<file path="src/rtl/timer_ctrl.sv">
// Countdown timer control stage for an external up/down counter: prescaler,
// one-shot / periodic reload and a sticky interrupt latch with overrun flag.
module timer_ctrl #(
  parameter int Width         = 8,
  parameter int PrescaleWidth = 4
) (
  input  logic                     clk,
  input  logic                     rst,
  input  logic                     start_i,
  input  logic                     stop_i,
  input  logic                     periodic_i,
  input  logic [Width-1:0]         reload_value_i,
  input  logic [PrescaleWidth-1:0] prescale_i,
  input  logic                     irq_ack_i,
  input  logic [Width-1:0]         count_i,
  output logic                     cnt_enable_o,
  output logic                     cnt_load_o,
  output logic [Width-1:0]         cnt_load_count_o,
  output logic                     cnt_up0_down1_o,
  output logic                     busy_o,
  output logic                     irq_pending_o,
  output logic                     irq_missed_o
);

  typedef enum logic [1:0] {
    IDLE = 2'd0,
    LOAD = 2'd1,
    RUN  = 2'd2,
    DONE = 2'd3
  } state_e;

  state_e                   state_q, state_d;
  logic [PrescaleWidth-1:0] pre_cnt_q, pre_cnt_d;
  logic [PrescaleWidth-1:0] prescale_q, prescale_d;
  logic [Width-1:0]         reload_q, reload_d;
  logic                     periodic_q, periodic_d;
  logic                     irq_pending_q, irq_pending_d;
  logic                     irq_missed_q, irq_missed_d;

  logic tick;
  logic count_zero;
  logic expiry_raw;
  logic expiry;
  logic accept_start;

  // Control outputs depend only on registered state and the counter value,
  // never on start/stop/ack, so the counter sees a clean strobe.
  assign tick         = (state_q == RUN) && (pre_cnt_q == prescale_q);
  assign count_zero   = (count_i == '0);
  assign expiry_raw   = tick && count_zero;
  assign expiry       = expiry_raw && !stop_i;
  assign accept_start = start_i && !stop_i && (state_q != LOAD);

  assign cnt_enable_o     = tick && !count_zero;
  assign cnt_load_o       = (state_q == LOAD) || (expiry_raw && periodic_q);
  assign cnt_load_count_o = reload_q;
  assign cnt_up0_down1_o  = 1'b1;
  assign busy_o           = (state_q == LOAD) || (state_q == RUN);
  assign irq_pending_o    = irq_pending_q;
  assign irq_missed_o     = irq_missed_q;

  always_comb begin
    state_d    = state_q;
    pre_cnt_d  = '0;
    reload_d   = reload_q;
    prescale_d = prescale_q;
    periodic_d = periodic_q;

    if (state_q == RUN) begin
      pre_cnt_d = tick ? '0 : pre_cnt_q + PrescaleWidth'(1);
    end

    case (state_q)
      IDLE:    if (start_i) state_d = LOAD;
      LOAD:    state_d = RUN;
      RUN:     if (expiry_raw && !periodic_q) state_d = DONE;
      DONE:    if (start_i) state_d = LOAD;
      default: state_d = IDLE;
    endcase

    if (accept_start) begin
      state_d    = LOAD;
      reload_d   = reload_value_i;
      prescale_d = prescale_i;
      periodic_d = periodic_i;
    end

    if (stop_i) begin
      state_d   = IDLE;
      pre_cnt_d = '0;
    end
  end

  // A new expiry beats a simultaneous acknowledge; overrun is judged against
  // the flag as it stood before that acknowledge.
  always_comb begin
    irq_pending_d = irq_pending_q;
    irq_missed_d  = irq_missed_q;
    if (irq_ack_i) begin
      irq_pending_d = 1'b0;
      irq_missed_d  = 1'b0;
    end
    if (expiry) begin
      irq_pending_d = 1'b1;
      if (irq_pending_q) irq_missed_d = 1'b1;
    end
  end

  always_ff @(posedge clk or posedge rst) begin
    if (rst) begin
      state_q       <= IDLE;
      pre_cnt_q     <= '0;
      reload_q      <= '0;
      prescale_q    <= '0;
      periodic_q    <= 1'b0;
      irq_pending_q <= 1'b0;
      irq_missed_q  <= 1'b0;
    end else begin
      state_q       <= state_d;
      pre_cnt_q     <= pre_cnt_d;
      reload_q      <= reload_d;
      prescale_q    <= prescale_d;
      periodic_q    <= periodic_d;
      irq_pending_q <= irq_pending_d;
      irq_missed_q  <= irq_missed_d;
    end
  end

endmodule

</file>
<file path="config.mk">
export PLATFORM = sky130hd
export DESIGN_NAME = timer_ctrl
export DESIGN_NICKNAME = d
export VERILOG_FILES = /design/src/rtl/timer_ctrl.sv
export SDC_FILE = /design/constraint.sdc
export NUM_CORES = 1
export LEC_CHECK = 0
export CAP_MARGIN = 15
export CORE_ASPECT_RATIO = 0.5
export CORE_MARGIN = 4
export CORE_UTILIZATION = 35
export CTS_CLUSTER_DIAMETER = 120
export DETAILED_ROUTE_END_ITERATION = 10
export PLACE_DENSITY = 0.66
export SLEW_MARGIN = 5
export SYNTH_ARGS = -nofsm -noshare
export SYNTH_HDL_FRONTEND = slang
export SYNTH_SLANG_ARGS = --single-unit
</file>
<file path="constraint.sdc">
create_clock -name clk -period 6.1 [get_ports clk]
set_input_delay 1.83 -clock clk [delete_from_list [all_inputs] [get_ports clk]]
set_output_delay 1.83 -clock clk [all_outputs]
set_load 0.03 [all_outputs]
</file>
After elaboration in Yosys (flattened, before gate mapping). Index checks and enable logic that the tools add are counted. Widths: inputs -> output; s select.

Word-level logic and storage cells: 46. Output and inout bits: 14. Input bits: 26. Register bits after elaboration: 21.

Equal/unequal tests: 7. $add $sub $neg: 1. Multiplexer cells: 13. Reduce and logical (&&, ||, !) cells: 18.

Operators with widths (count): $mux 4 (3); $logic_and 1x1->1 (8); $logic_not 8->1 (1); $mux 2 (4); $pmux 2 s3 (1); $mux 1 (5); $add 4x1->4 const B (1); $eq 2x2->1 const B (2); $eq 4x4->1 (1); $ne 4x1->1 const B (1); $ne 4x3->1 const B (1); $logic_not 1->1 (3); $eq 2x1->1 const B (1); $logic_not 2->1 (1); $logic_or 1x1->1 (2); $ne 2x1->1 const B (1); $reduce_and 2->1 (1); $reduce_bool 2->1 (1); $reduce_or 2->1 (1).

Logic depth before layout (Yosys ltp). Gate-level depths: netlist (run 1).

Depth after elaboration: 8. Mapped depth: 6. Mapped depth without buffers: 6.

Worst setup path before layout (run 1). No wires, ideal clock.

Path type: input to output. From: input port count_i[5]. To: output port cnt_load_o. Path slack: 1.150 ns. Cell stages on the path: 4. Buffers on the path: 0. Data arrival time: 3.120 ns. Required time: 4.270 ns. Cell sequence: or4_4 > nor2_4 > nand3_2 > o21bai_1.

Cells in the longest elaborated chain, start to end: 4.

RTL lines: from (decl) (line 15) `input logic [Width-1:0] count_i,`; $logic_not 8->1 (line 49) `assign count_zero = (count_i == '0);`; $logic_and 1x1->1 (line 50) `assign expiry_raw = tick && count_zero;`; $logic_and 1x1->1 (line 55) `assign cnt_load_o = (state_q == LOAD) || (expiry_raw && periodic_q);`; $logic_or 1x1->1 (line 55); to (decl) (line 17) `output logic cnt_load_o,`.

No other way between the ends.

Worst setup path after layout (run 1). Same ends and word-level chain as after synthesis.

==> results.toml, run 1 <==
[status]
status = "completed"

[worst_setup_path]
slowest_stage = "clkdlybuf4s50_1"
cpLargestDelayFamily = "buffers and inverters"
cp_data_arrival_time_ps = 3920
cpPeakStageDelay_ps = 680
cp_common_cell = "clkdlybuf4s50_1"
worstSetupStartpointType = "input pin"
worst-path-stages = 6
cp_max_fo = 4
worstSetupEndpointType = "output port"
crit_buf_inv = 2
criticalPathCategory = "in -> out"
cp_data_required_time_ps = 4270
path_cells = "clkdlybuf4s50_1, or4_4, nor2_4, nand3_2, o21bai_1, clkdlybuf4s50_1"
reg2reg_depth = 4

[place]
io_buffers = 38
place_ws_ps = 345
gp_congestion = 0.749
hpwl_um = 1720

[timing]
timing.final.ws_setup_ps = 354
worstMarginPinSlew_ps = 1040
hold_ws_ps = 496
slew_headroom_pct = 30.6
grt_setup_unrepaired = "false"
period_needed_ps = 5750
skew_ps = 3.22
maxSlewViolCount = 0
finalSetupViolations = 0
hold_violations = 0
post-route-period-util_pct = 94.2
setup-tns-final_ps = 0
fmax_mhz = 174

[min_path]
holdPathStages = 1
hold_class = "reg -> reg"

[floorplanning]
io_pins = 40
die_x_um = 86.1
start_util_pct = 38.8
die_h_um = 47.0
core_sq_um = 2750
rows = 13
fp.dieArea_sq_um = 4050

[global_routing]
track_usage_pct = 11.3
antenna_found_initial = 0
grt_pass1_wl_um = 3540
grt_max_degree = 22
grt_overflow = 0
grt_pass1_vias = 803

[routing]
vias = 794
routed_wirelength_um = 2160
drt_iter0_drc = 10
ant_nets = 0
wl_per_cell_um = 13.0
drc = 0
first_pass_iters = 4
viasPerCell = 4.78

[synth]
synth_warnings = 0
yosys-top-cells-area = "dfrtp_1, mux2_1, xor2_1, ha_1, inv_1"
synth-seq-area-share_pct = 49.2
synth-seq-cells = 21
synth-edff-count = 0
yosysMostFrequentCell = "dfrtp_1"
ys_types = 30
synthTopCellsByCount = "dfrtp_1, mux2_1, inv_1, nor2_1, xor2_1"
synthArstFlopShare_pct = 100
synth_nets = 118
syn_inst = 89
ys.flop_type = "dfrtp_1"
syn_area_sq_um = 1070
synth_largest_area_cell = "dfrtp_1"
syn_avg_cell_area_sq_um = 12.0
netlist.area_leader.share_pct = 49.2

[pwr]
p_per_area_nw_per_um2 = 297
ir_drop_v = 0.000132
power_uw = 455
p_leak_nw = 0.647

[clocking]
postCtsResizedCells = 0
cts_setup_buffers = 0
postCtsHoldBufs = 0
clock_latency_ps = 260
h-tree-depth = 1
tritoncts = "built"
cts_buffers = 3
root_buffer = "clkbuf_8"
clk_path_buf_depth = 2
cts_sinks = 21
clkTransAtPathRegs_ps = 80

[cells_and_area]
n_antenna_cell = 0
area_growth_pct = 43.4
nNetsFinal = 159
drive_gt1_share_pct = 9.30

[flow_run]
cap_violations = 0
-- final timing paths --
kind | slack, ps | startpoint | to
hold reg to reg | 500 | cnt_load_count_o[2] | cnt_load_count_o[2]
min in group asynchronous | 2010 | rst | cnt_load_count_o[5]
hold / removal | 500 | cnt_load_count_o[2] | cnt_load_count_o[2]
max in group asynchronous | 3580 | rst | cnt_load_count_o[4]
setup / recovery | 350 | count_i[5] | cnt_load_o
setup reg to reg | 4060 | state_q[1] | cnt_load_count_o[4]
-- through the flow --
| step | instance area [sq um] | util (%) | cells |
|---|---|---|---|
| 2_1_floorplan | 1070 | - | 89 |
| 3_3_place_gp | 1480 | 53.9 | 162 |
| 3_5_place_dp | 1480 | 53.9 | 162 |
| 4_1_cts | 1530 | 55.7 | 166 |
| 5_1_grt | 1530 | 55.7 | 166 |
| 6_report | 1530 | 55.7 | 166 |
-- cells in the final DEF, fill, tap and decap left out, drive strengths merged --
cell	count
mux2i	1
inv	8
nand2	2
nor4	1
clkinvlp	1
xnor2	1
ha	3
clkdlybuf4s50	38
or4	2
a21oi	2
nand4	1
or3b	1
nand3	2
o32ai	1
mux2	13
o21bai	2
xor2	5
nor3b	1
o21ai	3
o22ai	1
a211o	1
conb	1
nor2	9
clkbuf	3
nor2b	3
dfrtp	21
o21a	1
a41o	1
-- logic make-up after synthesis --
kind of cell             count (synthesis)  share of synthesized area [%]
other                                    1                          0.351
multiplexers                            14                           14.7
buffers and inverters                   10                           3.99
AND/OR/NAND/NOR                         22                           15.0
AO/OA/AOI/OAI                           12                           8.32
adder cells (fa/ha/maj)                  3                           3.52
XOR/XNOR                                 6                           4.92
flip-flops                              21                           49.2
-- layout make-up --
cell class | instances | area, sq um
clock inverters | 1 | 7.51
inverters | 8 | 30.0
flip-flops and latches | 21 | 526
multi-input cells | 58 | 499
repair buffers | 38 | 380
well taps | 37 | 46.3
fillers | 249 | 1220
clock buffers | 3 | 41.3
-- per-layer routing --
metal  share of wire [%]  up-vias  track usage [%]
met1                  43      390             13.5
li1                    -      382                -
met2                  49       22             19.9
met3                 8.4        0             4.20
met5                   0        -                0
met4                   0        0             2.84
-- where the power goes --
part / leakage (nW) / internal, mW / switching, mW / total, mW
combinational: 0.362 / 0.0832 / 0.0943 / 0.177
clock: 0.0217 / 0.0462 / 0.0486 / 0.0948
sequential: 0.263 / 0.167 / 0.0156 / 0.183
-- state kept, by name, summed over array words and instances, names as in the netlist --
name / cells
irq_missed_o: 1
prescale_q: 4
irq_pending_o: 1
periodic_q: 1
pre_cnt_q: 4
state_q: 2
cnt_load_count_o: 8
(Power assumes the default switching activity.)
==> inputs of run 2 (changes only) <==
- CTS_BUF_LIST: default -> sky130_fd_sc_hd__clkbuf_8
- CTS_CLUSTER_SIZE: default -> 30
- GPL_TIMING_DRIVEN: default -> 0
==> run 2 against run 1 <==
  * Combinational power about the same
  * Count of clock-buffer cells in the layout unchanged
  * Total power down 0.23%
  * Critical endpoint unchanged
  * Cell count up 1.2%
  * Global-route usage down 0.16 points
  * Worst setup slack worse by 24 ps
  * Critical path type unchanged
  * Clock power down 1%
  * Maximum frequency down 0.42%
  * Non-clock buffer count up 2
  * Design area up 0.82%
==> results.toml, run 2 (synthesis gave the netlist of run 1 again) <==
[status]
status = "completed"

[floorplanning]
fp.dieArea_sq_um = 4050
rows = 13
io_pins = 40
die_x_um = 86.1
die_h_um = 47.0
core_sq_um = 2750
start_util_pct = 38.8

[global_routing]
grt_pass1_vias = 742
track_usage_pct = 11.1
grt_max_degree = 22
grt_pass1_wl_um = 3320
antenna_found_initial = 0
grt_overflow = 0

[timing]
fmax_mhz = 173
timing.final.ws_setup_ps = 330
period_needed_ps = 5770
worstMarginPinSlew_ps = 791
grt_setup_unrepaired = "false"
slew_headroom_pct = 47.2
post-route-period-util_pct = 94.6
setup-tns-final_ps = 0
skew_ps = 2.36
hold_violations = 0
finalSetupViolations = 0
maxSlewViolCount = 0

[place]
dp_cells = 164
hpwl_um = 1700
gp_congestion = 0.799
placed_cell_area_sq_um = 1490
place_ws_ps = 298
io_buffers = 38

[pwr]
ir_drop_v = 0.000204
p_per_area_nw_per_um2 = 294
p_leak_nw = 0.656

[cells_and_area]
stdcell_count = 168
largest_reg_flops = 8
mostFrequentLayoutCells = "clkdlybuf4s50_1, dfrtp_1, mux2_1, inv_1, nor2_1"
n_antenna_cell = 0
nNetsFinal = 161
area_growth_pct = 44.5
design_area_sq_um = 1540
drive_gt1_share_pct = 10.7
layout_commonest_cell = "clkdlybuf4s50_1"

[flow_run]
cap_violations = 0

[clocking]
postCtsResizedCells = 0
clk_path_buf_depth = 2
h-tree-depth = 1
root_buffer = "clkbuf_8"
cts_sinks = 21
clkTransAtPathRegs_ps = 80
postCtsHoldBufs = 0
clock_latency_ps = 260
cts_setup_buffers = 0
tritoncts = "built"
cts_buffers = 3

[routing]
first_pass_iters = 4
viasPerCell = 4.73
wl_per_cell_um = 12.8
drc = 0
ant_nets = 0
routed_wirelength_um = 2150
drt_iter0_drc = 14
vias = 794

[worst_setup_path]
cp_common_cell = "clkdlybuf4s50_1"
r2r_slack_ps = 4190
path_cells = "clkdlybuf4s50_1, or4_4, nor2_4, nand3_2, o21bai_1, clkdlybuf4s50_1"
cp_data_arrival_time_ps = 3940
cp_data_required_time_ps = 4270
worstSetupStartpointType = "input pin"
criticalPathCategory = "in -> out"
cpPeakStageDelay_ps = 690
worstSetupEndpointType = "output port"
cp_max_fo = 4
slowest_stage = "clkdlybuf4s50_1"

[min_path]
hold_class = "reg -> reg"
run 2: changes by cell type in the layout (fill, tap and decap cells not counted), sizes merged:
| cell | change |
|---|---|
| buf | +2 |
run 2: path summary, 6_finish.rpt:
kind	depth (start not counted)	startpoint	end
worst max-delay path	6	count_i[5]	cnt_load_o
worst min-delay path	1	cnt_load_count_o[6]	cnt_load_count_o[6]
worst max register to register	5	state_q[1]	cnt_load_count_o[4]
worst min register to register	1	cnt_load_count_o[6]	cnt_load_count_o[6]
max in group asynchronous	2	rst	prescale_q[1]
min in group asynchronous	2	rst	cnt_load_count_o[5]
run 2: final cells by class:
cell class | instances | area [sq um]
fillers | 248 | 1210
flip-flops and latches | 21 | 526
multi-input cells | 58 | 499
repair buffers | 38 | 380
well taps | 37 | 46.3
clock buffers | 3 | 41.3
inverters | 8 | 30.0
plain buffers | 2 | 12.5
clock inverters | 1 | 7.51
run 2: per-stage QoR:
step / hold slack, ps / utilization [%] / total power [mW]
2_1_floorplan: 470 / - / 0.293
3_3_place_gp: 467 / 54.3 / 0.364
3_5_place_dp: 478 / 54.3 / 0.366
4_1_cts: 498 / 56.1 / 0.462
5_1_grt: 510 / 56.1 / 0.481
6_report: 491 / 56.1 / 0.454
run 2: worst max-delay path, delay by kind of cell:
family | cells | cell delay [ps]
buffers and inverters | 2 | 1100
and+or+nand+nor | 3 | 850
AOI/OAI and AO/OA | 1 | 160
run 2: power by group:
part	leakage [nW]	total (mW)	switching, mW	internal (mW)
Combinational	0.371	0.178	0.0944	0.0840
Sequential	0.263	0.182	0.0147	0.167
Clock	0.0217	0.0938	0.0476	0.0462
run 2: per-layer routing:
metal | up-vias | routed length [um] | part of all wire (%) | GRT usage [%]
li1 | 386 | - | - | -
met1 | 384 | 962 | 45 | 14.3
met2 | 22 | 987 | 46 | 16.4
met3 | 2 | 170 | 7.9 | 5.25
met4 | 0 | 27 | 1.3 | 4.73
met5 | - | 0 | 0 | 0
